$ cat config.mk
export PLATFORM = sky130hd
export DESIGN_NAME = instr_fetch_stage
export DESIGN_NICKNAME = d
export VERILOG_FILES = /design/src/rtl/mips_pkg.sv /design/src/rtl/instr_fetch_stage.sv
export SDC_FILE = /design/constraint.sdc
export NUM_CORES = 1
export LEC_CHECK = 0
export ABC_AREA = 1
export CORE_MARGIN = 2
export CORE_UTILIZATION = 45
export CTS_CLUSTER_SIZE = 40
export DETAILED_ROUTE_END_ITERATION = 8
export PLACE_DENSITY = 0.79
export RECOVER_POWER = 25
export SYNTH_ARGS = -nofsm -noshare
export SYNTH_HDL_FRONTEND = slang
export SYNTH_SLANG_ARGS = --single-unit
$ cat constraint.sdc
create_clock -name clk -period 2.03 [get_ports clk]
set_input_delay 0.406 -clock clk [delete_from_list [all_inputs] [get_ports clk]]
set_output_delay 0.406 -clock clk [all_outputs]
set_load 0.005 [all_outputs]
$ cat src/rtl/mips_pkg.sv
// Shared definitions for the mini-MIPS core: datapath widths, the reset PC
// and the fetch-stage state encoding.
package mips_pkg;

  localparam int PC_W    = 15;
  localparam int INSTR_W = 32;
  localparam logic [PC_W-1:0] RESET_PC = '0;

  typedef enum logic [1:0] {
    IDLE = 2'd0,
    REQ  = 2'd1,
    WAIT = 2'd2,
    HOLD = 2'd3
  } fetch_state_t;

endpackage

$ cat src/rtl/instr_fetch_stage.sv
// Fetch stage: owns the word-addressed PC, issues one instruction-memory read
// at a time and hands each instruction downstream through valid/ready.
module instr_fetch_stage #(
  parameter int              PC_W     = mips_pkg::PC_W,
  parameter int              INSTR_W  = mips_pkg::INSTR_W,
  parameter logic [PC_W-1:0] RESET_PC = mips_pkg::RESET_PC
) (
  input  logic               clk,
  input  logic               reset,
  input  logic               PC_control,
  input  logic [PC_W-1:0]    j_instr_addr,
  output logic               imem_req,
  output logic [PC_W-1:0]    imem_addr,
  input  logic               imem_rvalid,
  input  logic [INSTR_W-1:0] imem_rdata,
  output logic               instr_valid,
  input  logic               instr_ready,
  output logic [INSTR_W-1:0] instr,
  output logic [PC_W-1:0]    instr_pc,
  output logic [15:0]        fetch_count
);

  import mips_pkg::*;

  fetch_state_t    state_q, state_d;
  logic [PC_W-1:0] pc;
  logic [PC_W-1:0] pc_next;
  logic            accept;
  logic            capture;

  assign accept  = instr_valid & instr_ready;
  // Responses outside WAIT are stale or unsolicited and are simply dropped.
  assign capture = (state_q == WAIT) & imem_rvalid;

  // Increment wraps naturally at the top of the PC range.
  assign pc_next = PC_control ? j_instr_addr : pc + PC_W'(1);

  assign imem_addr = pc;

  // NOTE: every signal written here gets a default first, so no path leaves
  // it unassigned and no latch is inferred.
  always_comb begin
    state_d     = state_q;
    imem_req    = 1'b0;
    instr_valid = 1'b0;
    unique case (state_q)
      IDLE: state_d = REQ;
      REQ: begin
        imem_req = 1'b1;
        state_d  = WAIT;
      end
      WAIT: if (imem_rvalid) state_d = HOLD;
      HOLD: begin
        instr_valid = 1'b1;
        if (instr_ready) state_d = REQ;
      end
      default: state_d = IDLE;
    endcase
  end

  // NOTE: state uses non-blocking assignments so every flop samples the
  // pre-edge values regardless of process ordering.
  always_ff @(posedge clk or negedge reset) begin
    if (!reset) begin
      state_q <= IDLE;
    end else begin
      state_q <= state_d;
    end
  end

  always_ff @(posedge clk or negedge reset) begin
    if (!reset) begin
      pc          <= RESET_PC;
      instr       <= '0;
      instr_pc    <= '0;
      fetch_count <= '0;
    end else begin
      if (capture) begin
        instr    <= imem_rdata;
        instr_pc <= pc;
      end
      if (accept) begin
        pc <= pc_next;
        if (fetch_count != 16'hFFFF) fetch_count <= fetch_count + 16'd1;
      end
    end
  end

endmodule

Word-level counts from Yosys, hierarchy flattened:

Index checks and enable logic that the tools add are counted.

* output and inout bits: 80
* logic and storage cells: 24
* input bits: 52
* register bits: 80

* reductions and logical operators: 3
* add/subtract/negate cells: 2
* mux-type cells: 6
* equality and inequality tests: 6
* bitwise operators: 2

Operators by type and width (number)
* 16-bit by 1-bit adder with 16-bit output, second input constant: 1
* 16-bit inequality test, second input constant: 1
* 15-bit by 1-bit adder with 15-bit output, second input constant: 1
* 15-bit two-way mux: 1
* 2-bit one-hot mux with 4 select lines: 1
* 2-bit equality test, second input constant: 2
* 2-bit two-way mux: 2
* 2-bit inequality test, second input constant: 2
* 2-bit AND reduction: 2
* 1-bit bitwise AND: 2
* 2-bit by 1-bit equality test with 1-bit output, second input constant: 1
* 2-bit zero test: 1
* 1-bit two-way mux: 2

Logic depth before layout (Yosys ltp):

Gate-level depths: netlist (run 1).

* depth after elaboration: 4
* gate-level depth with buffers: 9
* gate-level depth less buffers: 9

Least setup slack after synthesis (run 1):

OpenSTA, ideal clock, no wires.

* path kind: reg2reg
* from: reg state_q[0]
* to: reg instr[0]
* data required time: 1.905 ns
* setup slack: 0.499 ns
* clock period less this slack: 1.531 ns
* cell stages (with the launch flop): 6
* data arrival time: 1.406 ns
* cell sequence: dfrtp_1 > inv_1 > ha_1 > nand2_1 > clkbuf_1 > mux2_2

* cells in the longest elaborated chain, start to end: 2

RTL lines
* start, declared: RTL line instr_fetch_stage.sv:25 `fetch_state_t state_q, state_d;`
* start signal, assigned: RTL line instr_fetch_stage.sv:67 `state_q <= state_d;`
* 2-bit equality test: RTL line instr_fetch_stage.sv:33 `assign capture = (state_q == WAIT) & imem_rvalid;`
* 1-bit bitwise AND: RTL line instr_fetch_stage.sv:33
* end signal, assigned: RTL line instr_fetch_stage.sv:79 `instr <= imem_rdata;`
* end, declared: RTL line instr_fetch_stage.sv:18 `output logic [INSTR_W-1:0] instr,`

No other way between the ends.
A chain may end at the register's enable or synchronous reset.

Worst setup path in the final report (run 1):

* from: reg state_q[1]
* to: out imem_req

* cells in the longest elaborated chain, start to end: 2

RTL lines
* 2-bit by 1-bit equality test with 1-bit output: RTL line instr_fetch_stage.sv:46 `unique case (state_q)`
* 1-bit two-way mux: RTL line instr_fetch_stage.sv:46
* end, declared: RTL line instr_fetch_stage.sv:12 `output logic imem_req,`

No other way between the ends.

==> results of run 1 <==
worst paths after layout:
kind | to | slack [ps] | cells after the start
worst max-delay path | imem_req | 120 | 3
worst min-delay path | instr_pc[1] | 490 | 2
worst max register to register | fetch_count[11] | 380 | 8
worst min register to register | instr_pc[1] | 490 | 2
max in group asynchronous | instr_pc[14] | 330 | 3
min in group asynchronous | instr[23] | 570 | 2
power groups by stage:
stage               Combinational, mW  Sequential (mW)  Clock [mW]
floorplan                        1.30             2.80           0
global placement                 3.14             2.76           0
detailed placement               3.22             2.81           0
CTS                              3.24             2.78        1.27
global route                     3.57             2.87        1.34
finish                           3.22             2.78        1.23
placed cells by master (no fill, tap or decap), types with 2 or more instances in the layout:
| cell | Yosys | layout |
|---|---|---|
| nand4_1 | 10 | 10 |
| buf_12 | 0 | 3 |
| inv_6 | 0 | 2 |
| inv_8 | 0 | 2 |
| ha_1 | 6 | 6 |
| nand3_1 | 19 | 19 |
| xnor2_1 | 10 | 10 |
| o21ai_0 | 32 | 32 |
| a21oi_1 | 5 | 5 |
| nand2_2 | 3 | 4 |
| inv_1 | 36 | 36 |
| o22ai_1 | 3 | 3 |
| dfrtp_1 | 80 | 80 |
| nand2_1 | 130 | 129 |
| nor2_1 | 39 | 39 |
| clkdlybuf4s50_1 | 0 | 130 |
| clkinvlp_4 | 0 | 2 |
| buf_4 | 0 | 7 |
| clkbuf_8 | 0 | 9 |
| mux2_2 | 35 | 35 |
Yosys cell counts, drive strengths merged:
library cell	n
a21oi	5
nor2	40
or2	1
o21ai	33
ha	6
mux2	35
buf	6
nand3b	1
nand2	133
a22oi	1
nand3	20
o22ai	3
inv	37
clkbuf	7
xnor2	10
nand4	10
nor3	1
o21bai	1
dfrtp	80
worst max-delay path, cell delays in order (launching register included):
cell             delay (ps)
dfrtp_1                 420
inv_1                    90
ha_1                    150
clkdlybuf4s50_1         490
repair_timing:
action                                  CTS  global route
hold endpoints to repair                 10             0
hold buffers                              1             0
buffers inserted                          0             3
endpoints found under the setup margin    0            10
sequential cells by signal, indices dropped and copies added (netlist names):
name	count
instr	32
fetch_count	16
imem_addr	15
instr_pc	15
state_q	2
cell families (layout without fill, tap and decap cells):
family | count (synthesis) | in the layout | synth area share, %
AOI/OAI and AO/OA | 43 | 43 | 6.11
xor gates and xnor gates | 10 | 10 | 2.27
and+or+nand+nor | 206 | 206 | 22.1
buffers and inverters | 50 | 197 | 5.39
muxes | 35 | 35 | 10.2
adders and majority gates | 6 | 6 | 1.95
DFF | 80 | 80 | 52.0
cell type report:
| cell class | instances | area [um^2] | share of cell area [%] |
|---|---|---|---|
| clock buffers | 9 | 124 | 2.23 |
| clock inverters | 7 | 85.1 | 1.53 |
| inverters | 37 | 139 | 2.49 |
| multi-input cells | 300 | 1650 | 29.6 |
| flip-flops and latches | 80 | 2000 | 36.0 |
| well taps | 105 | 131 | 2.36 |
| repair buffers | 144 | 1440 | 25.9 |
metrics by stage:
stage / util (%) / cells / worst slack [ps] / area (um^2)
2_1_floorplan: - / 430 / 499 / 3850
3_3_place_gp: 64.7 / 662 / 214 / 5340
3_5_place_dp: 64.7 / 662 / 145 / 5340
4_1_cts: 67.4 / 679 / 94.9 / 5560
5_1_grt: 67.4 / 682 / 15.9 / 5570
6_report: 67.4 / 682 / 122 / 5570
metal layers:
metal | vias up | global-route usage [%] | share of wire (%)
met2 | 117 | 35.8 | 50
met4 | 0 | 8.92 | 1.5
li1 | 1672 | - | -
met3 | 8 | 4.42 | 7.1
met1 | 1609 | 26.0 | 41
met5 | - | 0 | 0
==> flow_summary.yaml, run 1 <==
timing:
  timing.setup.tns_ps: 0
  rsz0062_at_grt: "false"
  fmax_mhz: 524
  min_period_ps: 1910
  post-route-period-util_pct: 94.0
  fin_skew_ps: 7.96
  whs_ps: 493
  drv_slew: 0
  hold_violations: 0
  max_slew_margin_pct: 52.2
  setup_viol: 0
  tightest_slew_ps: 717
cells_and_area:
  area.growth.synth_to_final_pct: 44.5
  num-fill-cells: 669
  fin_nets: 630
  drive_gt1_share_pct: 12.5
  antennaDiodeCount: 0
detailed_routing:
  drt-total-wl_mm: 9.54
  viasPerCell: 4.99
  num_vias: 3406
  dr.pass1.iters: 4
  wire_per_inst_um: 14.0
  drtIter0Drc: 140
  drc: 0
  postRouteAntennaNets: 0
power_and_ir_drop:
  power_mw: 7.23
  p_comb_share_pct: 44.6
  power.share.clock_pct: 17.0
  seq_power_share_pct: 38.5
  ir_drop_v: 0.000696
  power.switching_mw: 2.42
  internal_power_mw: 4.81
  switching_share_pct: 33.5
  p_per_area_nw_per_um2: 1300
  p_leak_nw: 2.50
outcome:
  status: "completed"
hold_path:
  hold_class: "register to register"
  hold_start: "instr_pc[1]"
critical_path:
  crit_start: "state_q[1]"
  arrival_ps: 1500
  r2r_start: "fetch_count[0]"
  cp-start-kind: "register"
  crit_type: "register to primary output"
  worstSetupEndpointType: "primary output"
  crit_required_ps: 1620
  crit_path_max_fanout: 4
die:
  initial_utilization_pct: 46.7
  dieWidth_um: 96.5
  design.core.area_um2: 8260
  io_pins: 132
  die-height_um: 96.5
  num_rows: 33
  dieArea_um2: 9320
logic_synthesis:
  synth_area_leaders: "dfrtp_1, nand2_1, mux2_2"
  yosysSeqAreaShare_pct: 52.0
  synth_top_area_share_pct: 52.0
  syn_area_per_cell_um2: 8.96
  synth_cell_types: 25
  yosysTopAreaCell: "dfrtp_1"
  postSynthNetCount: 488
  yosys_warnings: 0
  syn_area_um2: 3850
  synth_seq_cells: 80
  synthCells: 430
place:
  post-dp-hpwl_mm: 7.22
  port_buffers: 131
  gp_congestion: 0.889
global_routing:
  grt-ovfl-total: 0
  antenna_found_initial: 0
  grt_max_degree: 42
  track_usage_pct: 21.1
  grt_pass1_vias: 3347
  grt_first_pass_wirelength_mm: 15.2
clock_tree:
  clkLatencyLatePin_ps: 350
  cts.sinks: 80
  cts_max_level: 3
  cts-root-buf: "clkbuf_8"
  cts_tree: "done"
  cts_made_buffers: 9
  cts.reportedPaths.clkPinSlew_ps: 80
  cts.repair.resized: 0
  cts_buffer_depth: 2
job:
  drv.max_cap_violation_count: 0
(Power assumes the default switching activity.)
==> run 2, diff against run 1 <==
--- a/config.mk
+++ b/config.mk
@@ -6,12 +6,14 @@
 export NUM_CORES = 1
 export LEC_CHECK = 0
 export ABC_AREA = 1
-export CORE_MARGIN = 2
+export CORE_MARGIN = 1
 export CORE_UTILIZATION = 45
 export CTS_CLUSTER_SIZE = 40
 export DETAILED_ROUTE_END_ITERATION = 8
 export PLACE_DENSITY = 0.79
 export RECOVER_POWER = 25
+export REMOVE_ABC_BUFFERS = 1
+export SLEW_MARGIN = 40
 export SYNTH_ARGS = -nofsm -noshare
 export SYNTH_HDL_FRONTEND = slang
 export SYNTH_SLANG_ARGS = --single-unit
==> flow_summary.yaml, run 2 (synthesis results as in run 1) <==
outcome:
  status: "completed"
timing:
  drv_slew: 0
  tightest_slew_ps: 772
  setup_viol: 0
  timing.setup.tns_ps: 0
  rsz0062_at_grt: "false"
  fmax_mhz: 523
  hold_violations: 0
  post-route-period-util_pct: 94.2
  whs_ps: 490
  min_period_ps: 1910
  max_slew_margin_pct: 48.6
  fin_skew_ps: 12.2
cells_and_area:
  finish.utilization_pct: 67.8
  seq_area_um2: 2000
  top_regs: "instr x32, fetch_count x16"
  largest_register_ffs: 32
  area.growth.synth_to_final_pct: 45.3
  antennaDiodeCount: 0
  drive_gt1_share_pct: 12.8
  num-fill-cells: 692
  largest-register: "instr"
  mostFrequentLayoutCell: "clkdlybuf4s50_1"
  stdcell_area_um2: 5600
  multiInputGateArea_um2: 1650
  fin_nets: 632
  final_cell_mix: "clkdlybuf4s50_1, nand2_1, dfrtp_1"
global_routing:
  grt_pass1_vias: 3264
  grt_max_degree: 60
  track_usage_pct: 22.9
  antenna_found_initial: 0
  gr-usage-met2_pct: 39.1
  grtUsageMet1_pct: 28.1
  grt_first_pass_wirelength_mm: 15.6
  grt-ovfl-total: 0
  globalRoute.busiestLayer: "met2"
  met3_usage_pct: 5.88
die:
  die-height_um: 94.5
  io_pins: 132
  dieArea_um2: 8930
  design.core.area_um2: 8260
  dieWidth_um: 94.5
  initial_utilization_pct: 46.7
  num_rows: 33
detailed_routing:
  drt-total-wl_mm: 9.60
  num_vias: 3453
  wire_per_inst_um: 14.0
  drtIter0Drc: 197
  dr.pass1.iters: 4
  postRouteAntennaNets: 0
  drc: 0
  viasPerCell: 5.05
critical_path:
  worstSetupEndpointType: "primary output"
  cpPeakStageDelay_ps: 520
  crit_path_max_fanout: 5
  crit_type: "register to primary output"
  crit_required_ps: 1620
  r2r_slack_ps: 350
  cp_slowest_cell: "clkdlybuf4s50_1"
  rr_worst_depth: 8
  cp_top_family: "buffers and inverters"
  cp.buffers_inverters: 1
  r2r_start: "fetch_count[1]"
  cp-start-kind: "register"
  crit_chain: "ha_1, clkdlybuf4s50_1"
  r2r-end: "fetch_count[3]"
  arrival_ps: 1510
clock_tree:
  cts.reportedPaths.clkPinSlew_ps: 70
  cts_made_buffers: 9
  cts-root-buf: "clkbuf_8"
  clkLatencyLatePin_ps: 360
  cts_tree: "done"
  cts.sinks: 80
  cts_buffer_depth: 2
  cts.repair.resized: 0
  cts_max_level: 3
place:
  post-dp-hpwl_mm: 7.04
  gp_congestion: 0.937
  dpl-instance-area_um2: 5320
  port_buffers: 131
power_and_ir_drop:
  p_leak_nw: 2.53
  ir_drop_v: 0.000721
  p_per_area_nw_per_um2: 1320
hold_path:
  hold_class: "register to register"
  hold_start: "instr_pc[12]"
  whs_endpoint: "instr_pc[12]"
  hold_path_depth: 2
job:
  drv.max_cap_violation_count: 0
-- run 2: cell types whose count changed in the layout (fill, tap and decap cells not counted), sizes merged --
cell      delta
inv          -4
buf          +3
bufinv       +2
clkinv       +2
clkinvlp     -2
clkbuf       +1
-- run 2: metal layers --
metal / routed length (um) / part of all wire (%)
met5: 0 / 0
met4: 170 / 1.8
met3: 582 / 6.1
met2: 4740 / 49
met1: 4110 / 43
-- run 2: timing repair --
action / 4_1_cts / 5_1_grt
endpoints found under the setup margin: 0 / 12
endpoints found under the hold margin: 28 / 0
setup buffers: 0 / 5
hold buffers: 1 / 0
-- run 2: where the power goes --
group | leakage [nW] | internal (mW) | total, mW | switching [mW]
clock network | 0.124 | 0.851 | 1.43 | 0.575
logic | 1.42 | 1.93 | 3.20 | 1.27
registers | 0.981 | 2.27 | 2.78 | 0.506
-- run 2: worst min-delay path, stage by stage (launching register included) --
cell and delay [ps]:
dfrtp_1 340, nand2_1 60, o21ai_0 60
-- run 2: per-stage QoR --
stage / total power, mW / worst slack, ps / instances
global placement: 5.85 / 296 / 662
CTS: 7.44 / 94.6 / 679
detailed placement: 6.00 / 181 / 662
floorplan: 4.05 / -230 / 417
global route: 7.95 / 20.4 / 684
finish: 7.40 / 119 / 684
-- run 2: area by class of cell --
type                       instances  area share, %
sequential                        80           35.8
multi-input combinational        300           29.4
clock buffer                      11           2.53
timing repair buffer             146           25.6
inverter                          37           2.48
clock inverter                     5           1.86
tap                              105           2.35
-- run 2: worst max path at each step --
stage / startpoint / endpoint / cells after the start
3_3_place_gp: PC_control / imem_addr[7] / 7
5_1_grt: state_q[0] / instr_valid / 2
4_1_cts: state_q[0] / instr_valid / 2
6_report: state_q[0] / instr_valid / 2
2_1_floorplan: state_q[0] / instr[0] / 4
3_5_place_dp: fetch_count[1] / fetch_count[10] / 8
==> run 3, diff against run 2 <==
--- a/config.mk
+++ b/config.mk
@@ -5,14 +5,14 @@
 export SDC_FILE = /design/constraint.sdc
 export NUM_CORES = 1
 export LEC_CHECK = 0
-export ABC_AREA = 1
 export CORE_MARGIN = 1
 export CORE_UTILIZATION = 45
 export CTS_CLUSTER_SIZE = 40
 export DETAILED_ROUTE_END_ITERATION = 8
-export PLACE_DENSITY = 0.79
+export PLACE_DENSITY = 0.81
 export RECOVER_POWER = 25
 export REMOVE_ABC_BUFFERS = 1
+export SKIP_LAST_GASP = 1
 export SLEW_MARGIN = 40
 export SYNTH_ARGS = -nofsm -noshare
 export SYNTH_HDL_FRONTEND = slang
==> flow_summary.yaml, run 3 <==
power_and_ir_drop:
  power_mw: 6.93
  p_per_area_nw_per_um2: 1300
  p_leak_nw: 2.22
  ir_drop_v: 0.000712
die:
  die-height_um: 91.7
  num_rows: 32
  initial_utilization_pct: 46.6
  dieWidth_um: 91.7
  dieArea_um2: 8410
  io_pins: 132
  design.core.area_um2: 7770
timing:
  rsz0062_at_grt: "false"
  setup_viol: 0
  fin_skew_ps: 11.3
  tightest_slew_ps: 800
  fmax_mhz: 519
  max_slew_margin_pct: 46.7
  post-route-period-util_pct: 94.9
  drv_slew: 0
  hold_violations: 0
  setup_slack_ps: 104
  min_period_ps: 1930
cells_and_area:
  mostFrequentLayoutCell: "clkdlybuf4s50_1"
  top_regs: "instr x32, fetch_count x16"
  stdcell_area_um2: 5330
  largest-register: "instr"
  area.growth.synth_to_final_pct: 47.1
  multiInputGateArea_um2: 1530
  final_cell_mix: "clkdlybuf4s50_1, dfrtp_1, mux2_2"
  num-fill-cells: 577
  seq_area_um2: 2000
  stdcell_count: 554
  largest_register_ffs: 32
  antennaDiodeCount: 0
  drive_gt1_share_pct: 17.0
  fin_nets: 505
clock_tree:
  cts_buffer_depth: 2
  cts_max_level: 3
  cts_made_buffers: 9
  postCtsSetupBuffers: 0
  cts.sinks: 80
  clkLatencyLatePin_ps: 350
  cts.reportedPaths.clkPinSlew_ps: 80
  cts_tree: "done"
  cts-root-buf: "clkbuf_8"
logic_synthesis:
  synth-compound-area-share_pct: 8.43
  synth-main-ff-cell: "dfrtp_1"
  synth_seq_cells: 80
  synth_xor_area_share_pct: 2.42
  synth_area_leaders: "dfrtp_1, mux2_2, o21ai_0"
  synth_mux_area_share_pct: 14.8
  synth-simple-area-share_pct: 14.3
  synth_cell_types: 44
  syn_area_um2: 3620
  synth_top_area_share_pct: 55.3
  synth.most_common_cell: "dfrtp_1"
  syn_area_per_cell_um2: 11.7
  synth_edf_count: 0
  synthCells: 310
  synth_top_family_by_area: "multiplexers"
  netlist_top_cells_count: "dfrtp_1, mux2_2, nand2_1, o21ai_0"
  yosysSeqAreaShare_pct: 55.3
  synthArstFlopShare_pct: 100
  yosysTopAreaCell: "dfrtp_1"
  yosys_warnings: 0
  synth_fa_ha_area_share_pct: 2.07
critical_path:
  crit_path_max_fanout: 5
  arrival_ps: 1520
  cpPeakStageDelay_ps: 520
  crit_required_ps: 1620
  cp_top_family: "buffers and inverters"
  cp-start-kind: "register"
  crit_chain: "ha_2, clkdlybuf4s50_1"
  cp_slowest_cell: "clkdlybuf4s50_1"
  worstSetupEndpointType: "primary output"
  cp.buffers_inverters: 1
  crit_type: "register to primary output"
detailed_routing:
  drc: 0
  drtIter0Drc: 209
  drt-total-wl_mm: 8.69
  viasPerCell: 5.39
  wire_per_inst_um: 15.7
  num_vias: 2985
  postRouteAntennaNets: 0
  dr.pass1.iters: 4
outcome:
  status: "completed"
global_routing:
  grt_max_degree: 54
  track_usage_pct: 21.7
  grt-ovfl-total: 0
  grt_first_pass_wirelength_mm: 14.1
  antenna_found_initial: 0
  grt_pass1_vias: 2806
place:
  port_buffers: 131
  dp.cells: 537
  dpl-instance-area_um2: 5090
  pre_cts_ws_ps: 26.9
  post-dp-hpwl_mm: 6.16
  gp_congestion: 0.821
job:
  drv.max_cap_violation_count: 0
hold_path:
  hold_class: "register to register"
-- run 3: cell types whose count changed in the layout (fill, tap and decap cells not counted), sizes merged, moves of 7 or more --
| cell | delta |
|---|---|
| inv | -25 |
| nand3 | -7 |
| nor4 | +8 |
| nor2 | -26 |
| nand2 | -111 |
| o21ai | -15 |
| mux2 | +7 |
| nor3 | +11 |
-- run 3: worst register-to-register path, stage by stage, from the launching register on --
cell      delay [ps]
dfrtp_1          410
ha_1             240
nand4_2          180
and4bb_4         470
nor2_2            70
mux2_4           300
-- run 3: final timing paths --
check,cells after the start,from,to,slack [ps]
worst max-delay path,2,state_q[1],instr_valid,100
worst min-delay path,2,instr_pc[12],instr_pc[12],490
worst max register to register,5,fetch_count[0],fetch_count[1],250
worst min register to register,2,instr_pc[12],instr_pc[12],490
max in group asynchronous,3,reset,state_q[0],610
min in group asynchronous,2,reset,instr[21],670
-- run 3: layout make-up --
cell class	count	area share, %
Clock buffer	10	2.40
Clock inverter	6	1.74
Inverter	11	0.775
Multi-Input combinational cell	206	28.7
Sequential cell	80	37.6
Tap cell	102	2.40
Timing Repair Buffer	139	26.4
-- run 3: power breakdown --
group          internal [mW]  switching [mW]  leakage (nW)
Clock                  0.699           0.591         0.103
Combinational           1.86           0.996          1.15
Sequential              2.26           0.525         0.969
Total                   4.82            2.11          2.22
-- run 3: timing repair --
action                                  4_1_cts  5_1_grt
hold endpoints to repair                     32        0
hold buffers                                  1        0
endpoints found under the setup margin        0        1
resized for setup                             0        2
-- run 3: logic make-up after synthesis --
family / count (synthesis)
AOI/OAI and AO/OA: 49
buffers and inverters: 24
and+or+nand+nor: 93
xor gates and xnor gates: 10
muxes: 48
adders and majority gates: 6
DFF: 80
-- run 3: metal layers --
| metal | vias to the layer above | wire length, um | global-route usage (%) |
|---|---|---|---|
| li1 | 1404 | - | - |
| met3 | 7 | 770 | 6.72 |
| met1 | 1454 | 3670 | 27.6 |
| met2 | 120 | 4170 | 34.9 |
| met4 | 0 | 76 | 7.94 |
| met5 | - | 0 | 0 |
-- run 3: per-stage QoR --
stage                     setup TNS, ps  util (%)  hold slack, ps
after global routing                  0      68.6             524
after floorplan                   -8160         -             110
after global placement                0      65.6             364
after CTS                             0      68.6             488
after detailed placement              0      65.6             368
final                                 0      68.6             488
